<file path="config.mk">
export PLATFORM = sky130hd
export DESIGN_NAME = display_sequencer
export DESIGN_NICKNAME = d
export VERILOG_FILES = /design/src/rtl/display_pkg.sv /design/src/rtl/raster_clear.sv /design/src/rtl/display_sequencer.sv
export SDC_FILE = /design/constraint.sdc
export NUM_CORES = 1
export LEC_CHECK = 0
export ABC_CLOCK_PERIOD_IN_PS = 2100
export CAP_MARGIN = 20
export CORE_ASPECT_RATIO = 1.75
export CORE_MARGIN = 10
export CORE_UTILIZATION = 45
export CTS_CLUSTER_SIZE = 10
export DETAILED_ROUTE_END_ITERATION = 10
export GPL_TIMING_DRIVEN = 0
export PLACE_DENSITY = 0.89
export SKIP_LAST_GASP = 1
export SLEW_MARGIN = 20
export SYNTH_ARGS = -nofsm -noshare
export SYNTH_HDL_FRONTEND = slang
export SYNTH_SLANG_ARGS = --single-unit
</file>
<file path="constraint.sdc">
create_clock -name clk -period 2.1 [get_ports clk]
set_input_delay 0.21 -clock clk [delete_from_list [all_inputs] [get_ports clk]]
set_output_delay 0.21 -clock clk [all_outputs]
set_load 0.005 [all_outputs]
</file>
<file path="src/rtl/display_pkg.sv">
// display_pkg: shared sequencer states, default geometry and pixel record.
package display_pkg;
  localparam int DEF_WIDTH = 160;
  localparam int DEF_HEIGHT = 120;
  localparam int DEF_XW = 8;
  localparam int DEF_YW = 8;
  localparam int DEF_CW = 12;
  typedef enum logic [1:0] {IDLE, CLEAR, DRAW, DONE_PULSE} state_t;
  typedef struct packed {
    logic [DEF_XW-1:0] x;
    logic [DEF_YW-1:0] y;
    logic [DEF_CW-1:0] color;
  } pixel_t;
endpackage

</file>
<file path="src/rtl/raster_clear.sv">
// raster_clear: raster-order X/Y counter for the screen clear, rewinding to (0,0) when idle or done.
module raster_clear #(
  parameter int WIDTH = 160,
  parameter int HEIGHT = 120,
  parameter int XW = 8,
  parameter int YW = 8
) (
  input  logic          clk,
  input  logic          rst,
  input  logic          run,
  output logic [XW-1:0] x,
  output logic [YW-1:0] y,
  output logic          last
);
  logic x_end, y_end;
  assign x_end = x == XW'(WIDTH - 1);
  assign y_end = y == YW'(HEIGHT - 1);
  assign last = x_end && y_end;
  always_ff @(posedge clk) begin
    if (rst || !run || last) begin
      x <= '0;
      y <= '0;
    end else if (x_end) begin
      x <= '0;
      y <= y_end ? y : y + 1'b1;
    end else begin
      x <= x + 1'b1;
    end
  end
endmodule

</file>
<file path="src/rtl/display_sequencer.sv">
// display_sequencer: clears the framebuffer, then grants the write port to each draw source in turn.
module display_sequencer
  import display_pkg::*;
#(
  parameter int WIDTH = DEF_WIDTH,
  parameter int HEIGHT = DEF_HEIGHT,
  parameter int XW = DEF_XW,
  parameter int YW = DEF_YW,
  parameter int CW = DEF_CW,
  parameter int NUM_SRC = 2
) (
  input  logic                  clk,
  input  logic                  rst,
  input  logic                  start,
  input  logic                  loop_mode,
  input  logic [CW-1:0]         clear_color,
  output logic [NUM_SRC-1:0]    src_lock,
  input  logic [NUM_SRC*XW-1:0] src_x,
  input  logic [NUM_SRC*YW-1:0] src_y,
  input  logic [NUM_SRC*CW-1:0] src_color,
  input  logic [NUM_SRC-1:0]    src_we,
  input  logic [NUM_SRC-1:0]    src_done,
  output logic [XW-1:0]         CounterX,
  output logic [YW-1:0]         CounterY,
  output logic [CW-1:0]         color,
  output logic                  we,
  output logic                  busy,
  output logic                  frame_done
);
  localparam int IW = NUM_SRC > 1 ? $clog2(NUM_SRC) : 1;
  state_t state, state_n;
  logic [IW-1:0] idx, idx_n;
  logic [CW-1:0] clr_color, sc;
  logic [XW-1:0] rx, sx;
  logic [YW-1:0] ry, sy;
  logic rlast, swe, sdone, last_src, in_range;
  raster_clear #(.WIDTH(WIDTH), .HEIGHT(HEIGHT), .XW(XW), .YW(YW)) u_clear (
    .clk(clk), .rst(rst), .run(state == CLEAR), .x(rx), .y(ry), .last(rlast)
  );
  assign sx = src_x[idx*XW +: XW];
  assign sy = src_y[idx*YW +: YW];
  assign sc = src_color[idx*CW +: CW];
  assign swe = src_we[idx];
  assign sdone = src_done[idx];
  assign last_src = idx == IW'(NUM_SRC - 1);
  // one extra bit keeps the compare correct when WIDTH/HEIGHT equal 2**XW/2**YW
  assign in_range = ({1'b0, sx} < (XW+1)'(WIDTH)) && ({1'b0, sy} < (YW+1)'(HEIGHT));
  always_comb begin
    state_n = state;
    idx_n = idx;
    case (state)
      IDLE: state_n = start ? CLEAR : IDLE;
      CLEAR: begin
        state_n = rlast ? DRAW : CLEAR;
        idx_n = '0;
      end
      DRAW: begin
        state_n = (sdone && last_src) ? DONE_PULSE : DRAW;
        idx_n = (sdone && !last_src) ? idx + 1'b1 : idx;
      end
      DONE_PULSE: state_n = loop_mode ? CLEAR : IDLE;
      default: state_n = IDLE;
    endcase
  end
  always_ff @(posedge clk) begin
    if (rst) begin
      state <= IDLE;
      idx <= '0;
      clr_color <= '0;
      CounterX <= '0;
      CounterY <= '0;
      color <= '0;
      we <= 1'b0;
      busy <= 1'b0;
      src_lock <= '0;
      frame_done <= 1'b0;
    end else begin
      state <= state_n;
      idx <= idx_n;
      if (state == IDLE && start) clr_color <= clear_color;
      we <= 1'b0;
      if (state == CLEAR) begin
        CounterX <= rx;
        CounterY <= ry;
        color <= clr_color;
        we <= 1'b1;
      end else if (state == DRAW) begin
        CounterX <= sx;
        CounterY <= sy;
        color <= sc;
        we <= swe && in_range;
      end
      busy <= state_n != IDLE;
      src_lock <= (state_n == DRAW) ? NUM_SRC'(1) << idx_n : '0;
      frame_done <= state_n == DONE_PULSE;
    end
  end
endmodule

</file>
==> results.yml <==
status:
  status: "completed"
setup_path:
  crit_type: "reg -> reg"
  r2r_start: "state[0]"
  endpoint: "CounterX[0]"
  crit_path_max_incr_delay_ns: 0.42
  end_kind: "flip-flop"
  crit_arrival_ns: 2.14
  worstRegToRegCells: 6
  worstPathMaxFanout: 10
  crit_slowest_cell: "dfxtp_1"
  rr_endpoint: "CounterX[0]"
  worst_ep_required_time_ns: 2.30
  crit_chain: "inv_1 -> ha_1 -> buf_2 -> clkbuf_4 -> mux2i_1 -> nor2_1"
  crit_path_start: "state[0]"
  cp-start-kind: "flip-flop"
  reg2reg_setup_slack_ns: 0.16
drt:
  drcViolationCount: 0
  via_per_inst: 5.36
  wl_mm: 10.2
  drt_iter0_drc: 198
  vias: 3068
  ant_nets: 0
  post_drt_wl_per_cell_um: 17.9
  dr.pass1.iters: 5
yosys:
  synthFlopType: "dfxtp_1"
  avgSynthCellArea_um2: 8.52
  ys_seq_area_share_pct: 41.3
  synth-seq-cells: 64
  synth_top_area_share_pct: 41.3
  netlist-cell-type-count: 35
  yosysWarnings: 0
  ys_async_sr_fraction_pct: 0
  synthTopCellsByArea: "dfxtp_1, mux2i_1, nand2_1"
  syn-instance-count: 364
  syn_area_um2: 3100
  synth_area_leader_cell: "dfxtp_1"
  syn_nets: 447
  synth-edff-count: 0
global_route:
  grt_pass1_wl_mm: 16.2
  grt_overflow_total: 0
  grt_max_degree: 12
  antenna_found_initial: 0
  grtUsageTotal_pct: 19.7
  first_global_vias: 3304
cts:
  cts_max_path_buffers: 2
  htreeDepth: 3
  cts_tree: "built"
  cts_buffers: 9
  cts-root-buf: "clkbuf_16"
  cts.hold.buffers_added: 0
  path_clk_slew_ns: 0.05
  clock_latency_ns: 0.34
  cts_num_sinks: 64
finish:
  syn_to_final_growth_pct: 47.3
  fill_cells: 578
  final_cells: 572
  multi_input_area_um2: 1720
  diodes: 0
  regArea_um2: 1280
  nets: 566
  drive_gt1_share_pct: 5.74
pwr:
  leakagePower_nw: 1.65
  peakVddDrop_mv: 0.625
  cellPowerDensity_nw_per_um2: 707
floorplan:
  die_y_um: 130
  fp.dieW_um: 82.7
  die-area_um2: 10700
  initial_core_util_pct: 45.6
  core_um2: 6810
  ios: 109
  placementRows: 40
sta:
  grt_setup_unrepaired: "false"
  finalCritPeriodShare_pct: 92.4
  setup_viol_count_final: 0
  max_clock_freq_ghz: 0.516
  slew_headroom_pct: 64.4
  maxSlewViolCount: 0
  tns_ns: 0
  fin_crit_ns: 1.94
  tightest_slew_ns: 0.535
  hold_viol: 0
  clock-skew-final_ns: 0.00740
  hold-worst-slack_ns: 0.433
place:
  place_hpwl_mm: 8.00
  dpl.cell_count: 556
  place.port_buffers: 108
  gp_congestion: 0.908
hold_path:
  hp-class: "in -> reg"
flow_run:
  drv_cap: 0
## worst max-delay path, delay by kind of cell (launching register included)
family                     cells  cell delay, ns
buffers and inverters          3            0.76
DFF                            1            0.42
adders and majority gates      1            0.32
muxes                          1            0.24
and+or+nand+nor                1            0.06
## placed cells by master, fill, tap and decap left out, types with 2 or more instances in the layout
cell type        synthesis  final
clkinv_2                 0      4
nor3_1                   2      2
mux2i_1                 57     57
clkinvlp_4               0      2
a311oi_1                 2      2
dfxtp_1                 64     64
inv_1                    4      4
a21o_1                   2      2
and2_1                   3      3
nand2_1                 64     64
xnor2_1                  5      5
a21oi_1                 17     17
clkbuf_4                 0      2
and4_1                   2      2
o21ai_1                 31     31
nor2_2                   3      3
clkbuf_1                15     15
clkdlybuf4s50_1          0    108
ha_1                     7      7
nor2_1                  40     40
and3_1                   4      4
nand4_1                  4      4
nand3_1                  8      8
clkbuf_16                0      9
nor4_1                   5      5
buf_2                    6      4
xor2_1                   6      6
## logic make-up after synthesis
logic type | count (synthesis) | synth area share, %
flip-flops | 64 | 41.3
multiplexers | 58 | 18.8
XOR/XNOR | 11 | 3.11
AND/OR/NAND/NOR | 143 | 20.9
buffers and inverters | 25 | 3.27
adder cells (fa/ha/maj) | 7 | 2.82
AO/OA/AOI/OAI | 56 | 9.77
## cell usage after synthesis (all sizes together) (3+ instances only)
cell type,count
nor4,5
o21ai,31
mux2i,57
and3,4
clkbuf,15
buf,6
inv,4
xor2,6
dfxtp,64
and2,3
nor2,43
nand2,64
a21oi,17
xnor2,5
nand3,8
ha,7
nand4,4
## sequential cells by signal, indices dropped and copies added, names as in the netlist
signal and count:
u_clear.x 8, clr_color 12, u_clear.y 8, state 2
we 1, idx 1, frame_done 1, color 12
CounterY 8, busy 1, CounterX 8, src_lock 2
## worst min-delay path by stage
| stage | from | endpoint | slack, ns | cells past startpoint |
|---|---|---|---|---|
| global route | clear_color[1] | clr_color[1] | 0.46 | 3 |
| global placement | clr_color[6] | clr_color[6] | 0.44 | 2 |
| CTS | clear_color[5] | clr_color[5] | 0.43 | 3 |
| floorplan | clear_color[0] | clr_color[0] | 0.35 | 2 |
| finish | clear_color[1] | clr_color[1] | 0.43 | 3 |
| detailed placement | clr_color[6] | clr_color[6] | 0.45 | 2 |
## cell type report
| class | count | share of cell area (%) |
|---|---|---|
| multi-input cells | 275 | 37.6 |
| repair buffers | 108 | 23.7 |
| inverters | 4 | 0.329 |
| plain buffers | 21 | 2.00 |
| clock inverters | 6 | 0.767 |
| flip-flops and latches | 64 | 28.1 |
| well taps | 84 | 2.30 |
| clock buffers | 10 | 5.23 |
## metrics by stage
stage,cell area [um2],total power [mW],utilization (%),setup slack (ns)
2_1_floorplan,3100,1.59,-,0.448
3_3_place_gp,4290,1.88,63.0,0.210
3_5_place_dp,4290,1.89,63.0,0.142
4_1_cts,4560,3.24,67.0,0.109
5_1_grt,4570,3.35,67.1,0.00354
6_report,4570,3.23,67.1,0.160
## per-layer routing
layer | GRT usage, % | part of all wire, % | vias up
li1 | - | - | 1491
met1 | 18.3 | 33 | 1447
met2 | 36.1 | 55 | 111
met3 | 7.58 | 8.5 | 19
met4 | 8.31 | 2.8 | 0
met5 | 0 | 0 | -
## power breakdown
group,internal (mW),switching [mW],leakage [nW],total (mW)
Clock,0.820,0.534,0.134,1.35
Sequential,1.27,0.0335,0.521,1.31
Combinational,0.311,0.256,0.991,0.567
Total,2.40,0.823,1.65,3.23
## timing repair
item	4_1_cts	5_1_grt
setup endpoints to repair	0	6
buffers inserted	0	0
gates resized for setup	0	2
(Power assumes the default switching activity.)
